==> src/rtl/alu_seq_pkg.sv <==
// Shared types for the ALU op sequencer: ALU control codes, FSM states and
// the codes the sequencer executes itself.
package alu_seq_pkg;

   typedef enum logic [3:0] {
      ALU_NOP    = 4'b0000,
      ALU_MEM    = 4'b0001,
      ALU_BRANCH = 4'b0010,
      ALU_ADD    = 4'b0011,
      ALU_SUB    = 4'b0100,
      ALU_MUL    = 4'b0101,
      ALU_DIV    = 4'b0110,
      ALU_OR     = 4'b0111,
      ALU_AND    = 4'b1000,
      ALU_XOR    = 4'b1001,
      ALU_SLL    = 4'b1010,
      ALU_SRL    = 4'b1011,
      ALU_SLT    = 4'b1100
   } alu_ctrl_t;

   typedef enum logic [2:0] {
      S_IDLE,
      S_EXE,
      S_MUL,
      S_DIV,
      S_ILL,
      S_SIGN,
      S_DONE
   } seq_state_t;

   localparam alu_ctrl_t CTRL_MUL = ALU_MUL;
   localparam alu_ctrl_t CTRL_DIV = ALU_DIV;

endpackage

==> src/rtl/alu_op_sequencer_if.sv <==
// Request, response and shared-ALU bus of the op sequencer.
// master = decode/core side (also models the ALU), slave = the sequencer.
interface alu_op_sequencer_if #(
   parameter int N       = 32,
   parameter int FUNCT_W = 6,
   parameter int OP_W    = 2,
   parameter int CTRL_W  = 4
);
   logic               req_valid;
   logic               req_ready;
   logic [OP_W-1:0]    alu_op;
   logic [FUNCT_W-1:0] funct;
   logic [N-1:0]       src_a;
   logic [N-1:0]       src_b;
   logic [CTRL_W-1:0]  alu_ctrl;
   logic [N-1:0]       alu_a;
   logic [N-1:0]       alu_b;
   logic [N-1:0]       alu_y;
   logic               rsp_valid;
   logic               rsp_ready;
   logic [N-1:0]       result;
   logic               div_by_zero;
   logic               illegal;
   logic               busy;

   modport master (
      output req_valid, alu_op, funct, src_a, src_b, alu_y, rsp_ready,
      input  req_ready, alu_ctrl, alu_a, alu_b, rsp_valid, result,
             div_by_zero, illegal, busy
   );

   modport slave (
      input  req_valid, alu_op, funct, src_a, src_b, alu_y, rsp_ready,
      output req_ready, alu_ctrl, alu_a, alu_b, rsp_valid, result,
             div_by_zero, illegal, busy
   );
endinterface

==> src/rtl/alu_seq_iter_unit.sv <==
// Shared iterative datapath: unsigned shift-add multiply (low N bits) and
// restoring divide (quotient), one bit per cycle, N-cycle down-counter.
module alu_seq_iter_unit #(
   parameter int N = 32
) (
   input  logic         clk,
   input  logic         rst,
   input  logic         start,
   input  logic         is_div,
   input  logic [N-1:0] op_a,
   input  logic [N-1:0] op_b,
   output logic         last,
   output logic [N-1:0] y_next
);
   localparam int CW = $clog2(N + 1);

   logic [N-1:0]  acc, sh, opnd;
   logic [N-1:0]  acc_nx, sh_nx, opnd_nx;
   logic [N:0]    diff;
   logic          div_mode;
   logic [CW-1:0] cnt;

   // Divide: acc is the partial remainder, sh the dividend turning into the
   // quotient. Multiply: acc is the product, sh the multiplier, opnd the
   // left-shifting multiplicand.
   always_comb begin
      diff    = {acc, sh[N-1]} - {1'b0, opnd};
      acc_nx  = acc + (sh[0] ? opnd : '0);
      sh_nx   = {1'b0, sh[N-1:1]};
      opnd_nx = opnd << 1;
      if (div_mode) begin
         acc_nx  = diff[N] ? {acc[N-2:0], sh[N-1]} : diff[N-1:0];
         sh_nx   = {sh[N-2:0], ~diff[N]};
         opnd_nx = opnd;
      end
   end

   assign y_next = div_mode ? sh_nx : acc_nx;
   assign last   = (cnt == CW'(1));

   always_ff @(posedge clk) begin
      if (rst) begin
         acc      <= '0;
         sh       <= '0;
         opnd     <= '0;
         div_mode <= 1'b0;
         cnt      <= '0;
      end else if (start) begin
         acc      <= '0;
         sh       <= is_div ? op_a : op_b;
         opnd     <= is_div ? op_b : op_a;
         div_mode <= is_div;
         cnt      <= CW'(N);
      end else if (cnt != '0) begin
         acc  <= acc_nx;
         sh   <= sh_nx;
         opnd <= opnd_nx;
         cnt  <= cnt - CW'(1);
      end
   end
endmodule

==> src/rtl/alu_op_sequencer.sv <==
// Sequencer between decode and the shared single-cycle ALU; runs mul/div itself.
// Define ALU_SEQ_SIGNED_EN for two's-complement mul/div (adds the SIGN state).
//
// state | meaning
// IDLE  | req_ready=1, waiting for a request
// EXE   | shared ALU driven from the latches, alu_y captured
// MUL   | N shift-add iterations
// DIV   | N restoring iterations, or immediate all-ones on B=0
// ILL   | decode gave 0000, result 0 with illegal set
// SIGN  | sign correction of the mul/div magnitude result
// DONE  | rsp_valid=1, outputs held until rsp_ready
module alu_op_sequencer
   import alu_seq_pkg::*;
#(
   parameter int N       = 32,
   parameter int FUNCT_W = 6,
   parameter int OP_W    = 2,
   parameter int CTRL_W  = 4
) (
   input  logic              clk,
   input  logic              rst,
   alu_op_sequencer_if.slave bus
);

   function automatic alu_ctrl_t decode(input logic [OP_W-1:0] op, input logic [FUNCT_W-1:0] f);
      alu_ctrl_t c;
      c = ALU_NOP;
      if (op == OP_W'(0))
         c = ALU_MEM;
      else if (op == OP_W'(1))
         c = ALU_BRANCH;
      else if (op == OP_W'(2) && f <= FUNCT_W'(9))
         c = alu_ctrl_t'(4'(f) + 4'd3);
      return c;
   endfunction

   seq_state_t   state;
   alu_ctrl_t    dec;
   logic         accept;
   logic         iter_start;
   logic         iter_last;
   logic [N-1:0] iter_y;
   logic [N-1:0] mag_a, mag_b;
   logic         b_zero;

   assign dec        = decode(bus.alu_op, bus.funct);
   assign accept     = bus.req_valid && bus.req_ready;
   assign iter_start = accept && (dec == CTRL_MUL || dec == CTRL_DIV);

`ifdef ALU_SEQ_SIGNED_EN
   logic neg;
   assign mag_a = bus.src_a[N-1] ? -bus.src_a : bus.src_a;
   assign mag_b = bus.src_b[N-1] ? -bus.src_b : bus.src_b;
`else
   assign mag_a = bus.src_a;
   assign mag_b = bus.src_b;
`endif

   alu_seq_iter_unit #(.N(N)) u_iter (
      .clk    (clk),
      .rst    (rst),
      .start  (iter_start),
      .is_div (dec == CTRL_DIV),
      .op_a   (mag_a),
      .op_b   (mag_b),
      .last   (iter_last),
      .y_next (iter_y)
   );

   always_ff @(posedge clk) begin
      if (rst) begin
         state           <= S_IDLE;
         bus.req_ready   <= 1'b1;
         bus.rsp_valid   <= 1'b0;
         bus.busy        <= 1'b0;
         bus.result      <= '0;
         bus.div_by_zero <= 1'b0;
         bus.illegal     <= 1'b0;
         bus.alu_ctrl    <= '0;
         bus.alu_a       <= '0;
         bus.alu_b       <= '0;
         b_zero          <= 1'b0;
`ifdef ALU_SEQ_SIGNED_EN
         neg             <= 1'b0;
`endif
      end else begin
         case (state)
            S_IDLE: if (accept) begin
               bus.req_ready   <= 1'b0;
               bus.busy        <= 1'b1;
               bus.div_by_zero <= 1'b0;
               bus.illegal     <= 1'b0;
               b_zero          <= (bus.src_b == '0);
`ifdef ALU_SEQ_SIGNED_EN
               neg             <= bus.src_a[N-1] ^ bus.src_b[N-1];
`endif
               if (dec == ALU_NOP)
                  state <= S_ILL;
               else if (dec == CTRL_MUL)
                  state <= S_MUL;
               else if (dec == CTRL_DIV)
                  state <= S_DIV;
               else begin
                  state        <= S_EXE;
                  bus.alu_ctrl <= CTRL_W'(dec);
                  bus.alu_a    <= bus.src_a;
                  bus.alu_b    <= bus.src_b;
               end
            end
            S_EXE: begin
               bus.result    <= bus.alu_y;
               bus.alu_ctrl  <= '0;
               bus.alu_a     <= '0;
               bus.alu_b     <= '0;
               bus.rsp_valid <= 1'b1;
               state         <= S_DONE;
            end
            S_MUL, S_DIV: begin
               if (state == S_DIV && b_zero) begin
                  bus.result      <= '1;
                  bus.div_by_zero <= 1'b1;
                  bus.rsp_valid   <= 1'b1;
                  state           <= S_DONE;
               end else if (iter_last) begin
                  bus.result <= iter_y;
`ifdef ALU_SEQ_SIGNED_EN
                  state      <= S_SIGN;
`else
                  bus.rsp_valid <= 1'b1;
                  state         <= S_DONE;
`endif
               end
            end
            S_ILL: begin
               bus.result    <= '0;
               bus.illegal   <= 1'b1;
               bus.rsp_valid <= 1'b1;
               state         <= S_DONE;
            end
`ifdef ALU_SEQ_SIGNED_EN
            // Negating the magnitude of MIN / -1 yields MIN again.
            S_SIGN: begin
               if (neg)
                  bus.result <= -bus.result;
               bus.rsp_valid <= 1'b1;
               state         <= S_DONE;
            end
`endif
            S_DONE: if (bus.rsp_ready) begin
               bus.rsp_valid <= 1'b0;
               bus.req_ready <= 1'b1;
               bus.busy      <= 1'b0;
               state         <= S_IDLE;
            end
            default: begin
               bus.rsp_valid <= 1'b0;
               bus.req_ready <= 1'b1;
               bus.busy      <= 1'b0;
               state         <= S_IDLE;
            end
         endcase
      end
   end
endmodule
==> src/flat_wrapper.sv <==
// flat-port wrapper written by rule: the top's interface ports become plain ports
module alu_op_sequencer_flat import alu_seq_pkg::*;
#(
   parameter int N       = 32,
   parameter int FUNCT_W = 6,
   parameter int OP_W    = 2,
   parameter int CTRL_W  = 4
)
  (clk, rst, bus_req_valid, bus_alu_op, bus_funct, bus_src_a, bus_src_b, bus_alu_y, bus_rsp_ready, bus_req_ready, bus_alu_ctrl, bus_alu_a, bus_alu_b, bus_rsp_valid, bus_result, bus_div_by_zero, bus_illegal, bus_busy);
  alu_op_sequencer_if #(.N(N), .FUNCT_W(FUNCT_W), .OP_W(OP_W), .CTRL_W(CTRL_W)) bus_i ();
  input  logic clk;
  input  logic rst;
  input wire logic [$bits(bus_i.req_valid)-1:0] bus_req_valid;
  input wire logic [$bits(bus_i.alu_op)-1:0] bus_alu_op;
  input wire logic [$bits(bus_i.funct)-1:0] bus_funct;
  input wire logic [$bits(bus_i.src_a)-1:0] bus_src_a;
  input wire logic [$bits(bus_i.src_b)-1:0] bus_src_b;
  input wire logic [$bits(bus_i.alu_y)-1:0] bus_alu_y;
  input wire logic [$bits(bus_i.rsp_ready)-1:0] bus_rsp_ready;
  output wire logic [$bits(bus_i.req_ready)-1:0] bus_req_ready;
  output wire logic [$bits(bus_i.alu_ctrl)-1:0] bus_alu_ctrl;
  output wire logic [$bits(bus_i.alu_a)-1:0] bus_alu_a;
  output wire logic [$bits(bus_i.alu_b)-1:0] bus_alu_b;
  output wire logic [$bits(bus_i.rsp_valid)-1:0] bus_rsp_valid;
  output wire logic [$bits(bus_i.result)-1:0] bus_result;
  output wire logic [$bits(bus_i.div_by_zero)-1:0] bus_div_by_zero;
  output wire logic [$bits(bus_i.illegal)-1:0] bus_illegal;
  output wire logic [$bits(bus_i.busy)-1:0] bus_busy;
  assign bus_i.req_valid = bus_req_valid;
  assign bus_i.alu_op = bus_alu_op;
  assign bus_i.funct = bus_funct;
  assign bus_i.src_a = bus_src_a;
  assign bus_i.src_b = bus_src_b;
  assign bus_i.alu_y = bus_alu_y;
  assign bus_i.rsp_ready = bus_rsp_ready;
  assign bus_req_ready = bus_i.req_ready;
  assign bus_alu_ctrl = bus_i.alu_ctrl;
  assign bus_alu_a = bus_i.alu_a;
  assign bus_alu_b = bus_i.alu_b;
  assign bus_rsp_valid = bus_i.rsp_valid;
  assign bus_result = bus_i.result;
  assign bus_div_by_zero = bus_i.div_by_zero;
  assign bus_illegal = bus_i.illegal;
  assign bus_busy = bus_i.busy;
  alu_op_sequencer #(.N(N), .FUNCT_W(FUNCT_W), .OP_W(OP_W), .CTRL_W(CTRL_W)) u_core (.clk(clk), .rst(rst), .bus(bus_i));
endmodule
==> config.mk <==
export PLATFORM = sky130hd
export DESIGN_NAME = alu_op_sequencer_flat
export DESIGN_NICKNAME = d
export VERILOG_FILES = /design/src/rtl/alu_seq_pkg.sv /design/src/rtl/alu_op_sequencer_if.sv /design/src/rtl/alu_seq_iter_unit.sv /design/src/rtl/alu_op_sequencer.sv /design/src/flat_wrapper.sv
export SDC_FILE = /design/constraint.sdc
export NUM_CORES = 1
export LEC_CHECK = 0
export CAP_MARGIN = 0
export CORE_MARGIN = 8
export CORE_UTILIZATION = 30
export DETAILED_ROUTE_END_ITERATION = 6
export SLEW_MARGIN = 0
export SYNTH_ARGS = -nofsm -noshare
export SYNTH_HDL_FRONTEND = slang
export SYNTH_HIERARCHICAL = 1
export SYNTH_SLANG_ARGS = --single-unit
==> constraint.sdc <==
create_clock -name clk -period 3.87 [get_ports clk]
set_clock_uncertainty 0.2 [all_clocks]
set_input_delay 1.161 -clock clk [delete_from_list [all_inputs] [get_ports clk]]
set_output_delay 1.161 -clock clk [all_outputs]
set_load 0.03 [all_outputs]
Word-level counts from Yosys, hierarchy flattened
Cells that the tools add are included.
{"block": "classes", "addsub": 4, "n_mul": 0, "n_div": 0, "order_cmp": 1, "eq_ne": 18, "shifts": 0, "muxes": 55, "bitwise_logic": 3, "n_reduce_logical": 28}
{"op": "$mux W32", "n": 22}
{"op": "$pmux W32 S2", "n": 2}
{"op": "$pmux W32 S3", "n": 1}
{"op": "$sub A33 B32 Y33", "n": 1}
{"op": "$add A32 B32 Y32", "n": 1}
{"op": "$logic_not A32 Y1", "n": 1}
{"op": "$mux W4", "n": 7}
{"op": "$mux W3", "n": 6}
{"op": "$mux W6", "n": 2}
{"op": "$pmux W3 S4", "n": 1}
{"op": "$reduce_and A3 Y1", "n": 4}
{"op": "$eq A4 B3 Y1 const B", "n": 2}
{"op": "$ne A2 B2 Y1 const B", "n": 4}
{"op": "$pmux W4 S2", "n": 1}
{"op": "$reduce_and A2 Y1", "n": 4}
{"op": "$reduce_bool A2 Y1", "n": 4}
{"op": "$mux W1", "n": 7}
{"op": "$eq A3 B2 Y1 const B", "n": 2}
{"op": "$eq A3 B3 Y1 const B", "n": 2}
{"op": "$eq A6 B1 Y1 const B", "n": 1}
{"op": "$le A6 B4 Y1 const B", "n": 1}
{"op": "$ne A2 B1 Y1 const B", "n": 3}
{"op": "$pmux W1 S3", "n": 2}
{"op": "$reduce_bool A6 Y1", "n": 1}
{"op": "other kinds (19)", "n": 27}
{"block": "word_totals", "ff_bits": 212, "latchBits": 0, "ram_bits": 0, "mem_bits_ro": 0, "inputBits": 108, "output_inout_bits": 105, "word_cells": 126, "n_memories": 0}

Longest topological paths before layout
{"block": "logic_depth", "word_depth": 11, "mapped_depth": 15, "ltp_nobuf": 14}

Modules after synthesis
The synthesis kept the hierarchy.
{"module": "alu_seq_iter_unit", "n_inst": 1, "cells_each": 1269, "area_per_inst_um2": 9683.0, "seq_area_each_um2": 2062.0}
{"module": "alu_op_sequencer", "n_inst": 1, "cells_each": 475, "area_per_inst_um2": 4573.1, "seq_area_each_um2": 2182.1}

Worst setup path after synthesis
OpenSTA, ideal clock, no wires.
{"block": "synth_path", "path_type": "input-to-reg", "start": "input port bus_alu_op[0]", "end": "register u_core.u_iter.acc[28]", "setup_ns": 0.084, "arrival_time_ns": 3.560, "required_ns": 3.586, "slack_ns": 0.026, "path_stages": 10, "path_buffers": 2, "path_cell_list": "or4b_4 a21o_4 a2bb2oi_2 a32oi_1 nor3_1 clkbuf_1 nor3_1 clkbuf_1 nand2_1 o31ai_2"}
{"block": "synth_via", "elab_chain_cells": 9, "elab_cells_between_ends": 12, "cone_classes": "4 x eq/ne; 3 x mux; 5 x reduce/logical"}
{"item": "start: declaration", "line_no": "flat_wrapper.sv:14", "rtl": "input wire logic [$bits(bus_i.alu_op)-1:0] bus_alu_op;"}
{"item": "$eq A2 B2 Y1", "line_no": "alu_op_sequencer.sv:32", "rtl": "else if (op == OP_W'(2) && f <= FUNCT_W'(9))"}
{"item": "$logic_and A1 B1 Y1", "line_no": "alu_op_sequencer.sv:32"}
{"item": "$mux W4", "line_no": "alu_op_sequencer.sv:32"}
{"item": "$mux W4", "line_no": "alu_op_sequencer.sv:30", "rtl": "else if (op == OP_W'(1))"}
{"item": "$mux W4 (*)", "line_no": "alu_op_sequencer.sv:28", "rtl": "if (op == OP_W'(0))"}
{"item": "$eq A4 B3 Y1", "line_no": "alu_op_sequencer.sv:48", "rtl": "assign iter_start = accept && (dec == CTRL_MUL || dec == CTRL_DIV);"}
{"item": "$logic_or A1 B1 Y1 (*)", "line_no": "alu_op_sequencer.sv:48"}
{"item": "$logic_and A1 B1 Y1 (*)", "line_no": "alu_op_sequencer.sv:48"}
{"item": "via u_core.iter_start", "line_no": "alu_op_sequencer.sv:40", "rtl": "logic iter_start;"}
{"item": "$reduce_or A2 Y1 (no line) (*)"}
{"item": "end signal: assignment", "line_no": "alu_seq_iter_unit.sv:55", "rtl": "acc <= acc_nx;"}
{"item": "end: declaration", "line_no": "alu_seq_iter_unit.sv:17", "rtl": "logic [N-1:0] acc, sh, opnd;"}
Mark *: on every way through the listed nets, which the timed path passes. The rest lies on a longest branch.
A chain may end at the register's enable or synchronous reset.

Worst setup path in the final report
{"block": "layout_path", "start": "register u_core.u_iter.sh[0]", "end": "register u_core.bus.result[24]"}
{"block": "layout_via", "elab_chain_cells": 7}
{"item": "start: declaration", "line_no": "alu_seq_iter_unit.sv:17"}
{"item": "start signal: assignment", "line_no": "alu_seq_iter_unit.sv:50", "rtl": "sh <= is_div ? op_a : op_b;"}
{"item": "start signal: assignment", "line_no": "alu_seq_iter_unit.sv:56", "rtl": "sh <= sh_nx;"}
{"item": "$mux W32", "line_no": "alu_seq_iter_unit.sv:28", "rtl": "acc_nx = acc + (sh[0] ? opnd : '0);"}
{"item": "$add A32 B32 Y32", "line_no": "alu_seq_iter_unit.sv:28"}
{"item": "$mux W32", "line_no": "alu_seq_iter_unit.sv:31", "rtl": "if (div_mode) begin"}
{"item": "$mux W32", "line_no": "alu_seq_iter_unit.sv:38", "rtl": "assign y_next = div_mode ? sh_nx : acc_nx;"}
{"item": "via u_core.iter_y[24]", "line_no": "alu_op_sequencer.sv:42", "rtl": "logic [N-1:0] iter_y;"}
{"item": "$mux W32", "line_no": "alu_op_sequencer.sv:124", "rtl": "end else if (iter_last) begin"}
{"item": "$mux W32", "line_no": "alu_op_sequencer.sv:119", "rtl": "if (state == S_DIV && b_zero) begin"}
{"item": "$pmux W32 S3", "line_no": "alu_op_sequencer.sv:87", "rtl": "case (state)"}
{"item": "end signal: assignment", "line_no": "alu_op_sequencer.sv:111", "rtl": "bus.result <= bus.alu_y;"}
{"item": "end signal: assignment", "line_no": "alu_op_sequencer.sv:125", "rtl": "bus.result <= iter_y;"}
{"item": "end: declaration", "line_no": "alu_op_sequencer_if.sv:34", "rtl": "output req_ready, alu_ctrl, alu_a, alu_b, rsp_valid, result,"}
The timed path passes the listed nets, and every way through them passes these cells. The select of a mux whose other input is x is not followed.

==> flow_summary.toml <==
[status]
status = "complete, no violations"

[worst_setup_path]
path_class = "register to register"
cp-end-kind = "register"
worstReg2RegEnd = "u_core/bus.result[24]$_SDFFE_PP0P_"
ff2ff_setup_slack_ns = 0.08
crit_chain = "buf_4, and2_1, ha_1, a21oi_1, nor2b_1, o311a_1, o2111a_2, nor2_2, o31ai_1, a211o_1, o22ai_2, o31ai_2, a221oi_1, a211oi_1"
critPathTopFamily = "compound AO/OA/AOI/OAI gates"
crit_path_max_incr_delay_ns = 0.47
reg2reg_depth = 14
slowest_stage = "o31ai_1"
reg2reg_from = "u_core/u_iter/sh[0]$_SDFFE_PP0P_"
arrival_ns = 4.04
cp-start-kind = "register"
worstSetupStartpoint = "u_core/u_iter/sh[0]$_SDFFE_PP0P_"
critPathBufInv = 1
critPathMaxFanout = 8
worstPathRequired_ns = 4.13

[logic_synthesis]
ys_ff_latch = 212
synth_edf_count = 0
yosys.area.top_type = "dfxtp_1"
synth-seq-area-share_pct = 29.77
avgSynthCellArea_sq_um = 8.174
ys_warn_count = 6
synth_nets = 1921
synth_area_sq_um = 14260
yosysUniqueCellTypes = 78
netlist_instances = 1744
async_reset_ff_share_pct = 0
synthFlopType = "dfxtp_1"
yosys-top-cells-area = "dfxtp_1 (30%), mux2i_1 (9.0%), a211oi_1 (7.7%)"
netlist.area_leader.share_pct = 29.77

[pwr]
vdd_drop_max_uv = 413.3
combPwrFrac_pct = 54.7
clkPwrFrac_pct = 19.6
p_int_uw = 6662
p_sw_uw = 5163
power_density_nw_per_um2 = 634.6
seqPwrFrac_pct = 25.7
switching_share_pct = 43.66
p_leak_uw = 0.007352

[clocking]
h-tree-depth = 1
tritoncts = "yes"
clock_path_buffers = 3
clk_latency_ns = 0.54
root_buffer = "clkbuf_16"
clk_pin_slew_ns = 0.07
cts_num_sinks = 212
numCtsBuffers = 24

[final_layout]
register_area_sq_um = 4247
fin_cells = 2608
syn_to_final_growth_pct = 30.70
mostFrequentLayoutCells = "clkdlybuf4s50_1 (211), dfxtp_1 (210), nor2_1 (161)"
layout.nets = 2153
diodes = 0
nFillCells = 4787
drive_gt1_share_pct = 11.89
final_common_cell = "clkdlybuf4s50_1"
multi_input_area_sq_um = 9465

[sta]
final.min_clock_period_ns = 3.787
drv_slew = 0
finalHoldViolations = 0
relSlewSlack_pct = 10.30
rsz0062_at_grt = "yes"
finalSetupTns_ns = 0
setup_violations = 0
max_freq_mhz = 264.1
worstMarginPinSlew_ns = 1.346
finalCritPeriodShare_pct = 97.84

[placement]
portBuffers = 212
dp_cells = 2560
hpwl_um = 40960
place.gp.congestion = 0.9897

[hold_path]
whs_path_depth = 2
min_to = "u_core/bus.alu_a[20]$_SDFFE_PP0P_"
hold_start = "u_core/bus.alu_a[20]$_SDFFE_PP0P_"
min_path_type = "register to register"

[drt]
wl_per_cell_um = 20.34
totalWireLength_um = 53050
firstDrtPassIters = 5
viasPerCell = 5.427
drc = 0
drt_iter0_drc = 988
ant_nets = 0
routed-via-count = 14150

[global_route]
grt_overflow = 0
grt_max_degree = 86
antenna_found_initial = 0
grt_pass1_wl_um = 80710
grt_pass1_vias = 13800
grt_use_total_pct = 18.58

[floorplanning]
rows = 80
die_w_um = 234.0
start_util_pct = 30.11
io_pins = 213
die_height_um = 234.0
die-area_sq_um = 54750
core_sq_um = 47350

[flow_run]
cap_violations = 0
-- worst reg2reg max path, cell delays in order, from the launching register on --
cell and delay (ns):
dfxtp_2 0.33, buf_4 0.16, and2_1 0.17, ha_1 0.36, a21oi_1 0.10, nor2b_1 0.16
o311a_1 0.26, o2111a_2 0.29, nor2_2 0.05, o31ai_1 0.47, a211o_1 0.21, o22ai_2 0.10
o31ai_2 0.41, a221oi_1 0.16, a211oi_1 0.28
-- layout make-up --
class	count	share of cell area, %
Timing Repair Buffer	333	17.01
Multi-Input combinational cell	1350	50.80
Inverter	55	1.108
Clock buffer	35	3.666
Tap cell	615	4.130
Sequential cell	212	22.79
Clock inverter	8	0.4969
-- flip-flops by register name, summed over array words and instances, names as in the netlist, 3 cells and up --
name                 cells
u_core/bus.alu_a        32
u_core/bus.alu_b        32
u_core/bus.result       32
u_core/u_iter/acc       32
u_core/u_iter/opnd      32
u_core/u_iter/sh        32
u_core/u_iter/cnt        6
u_core/bus.alu_ctrl      4
u_core/state             3
-- kinds of logic after synthesis --
group,count (synthesis),synth area share [%]
buffers and inverters,182,5.327
muxes,141,10.01
adders and majority gates,69,6.161
DFF,212,29.77
and+or+nand+nor,508,16.60
AOI/OAI and AO/OA,571,28.38
xor gates and xnor gates,61,3.748
-- routing by layer --
| layer | GRT usage (%) | wire (um) | vias up |
|---|---|---|---|
| li1 | - | - | 6885 |
| met3 | 3.568 | 3720 | 65 |
| met4 | 6.529 | 1835 | 0 |
| met2 | 29.78 | 24080 | 468 |
| met1 | 24.65 | 23410 | 6735 |
| met5 | 0 | 0 | - |
-- power by group through the flow --
stage	registers [uW]	logic [uW]	clock network, uW
after floorplan	3460	3920	0
after global placement	3060	6310	0
after detailed placement	3070	6340	0
after CTS	3030	6380	2370
after global routing	3110	6980	2440
final	3040	6470	2310
-- per-stage QoR --
step	utilization (%)	instance area [sq um]	power [uW]	hold WS (ns)	setup slack [ns]
global route	39.36	18630	12520	0.2796	-0.01580
detailed placement	37.29	17660	9409	0.2532	-0.6348
global placement	37.29	17660	9375	0.2445	-0.4961
CTS	39.00	18470	11780	0.2655	0.001672
floorplan	-	14260	7378	0.2613	0.02584
finish	39.36	18630	11820	0.2603	0.08343
-- cell usage after synthesis, drive strengths merged, types with 39 or more instances --
master and n:
inv 54, a21o 40, mux2i 128, ha 67, nand2b 42, nand2 160
nor2 164, a22o 39, o21ai 78, a21oi 96, a211oi 151, dfxtp 212
and2 39, clkbuf 103
-- timing repair --
action / 4_1_cts / 5_1_grt
setup endpoints to repair: 10 / 60
resized for setup: 8 / 33
hold buffers: 0 / 0
buffers inserted: 1 / 4
pin swaps: 2 / 18
cloned: 0 / 0
-- how the worst max path moves through the flow --
stage | endpoint | slack (ns) | cells after the start
finish | u_core/bus.result[24]$_SDFFE_PP0P_ | 0.08 | 14
global route | u_core/bus.result[24]$_SDFFE_PP0P_ | -0.02 | 14
CTS | u_core/bus.result[25]$_SDFFE_PP0P_ | 0.002 | 18
detailed placement | u_core/u_iter/acc[31]$_SDFFE_PP0P_ | -0.63 | 13
global placement | u_core/u_iter/acc[31]$_SDFFE_PP0P_ | -0.50 | 13
floorplan | u_core/u_iter/acc[28]$_SDFFE_PP0P_ | 0.03 | 10
No activity file was read; power rests on OpenSTA's default activity.
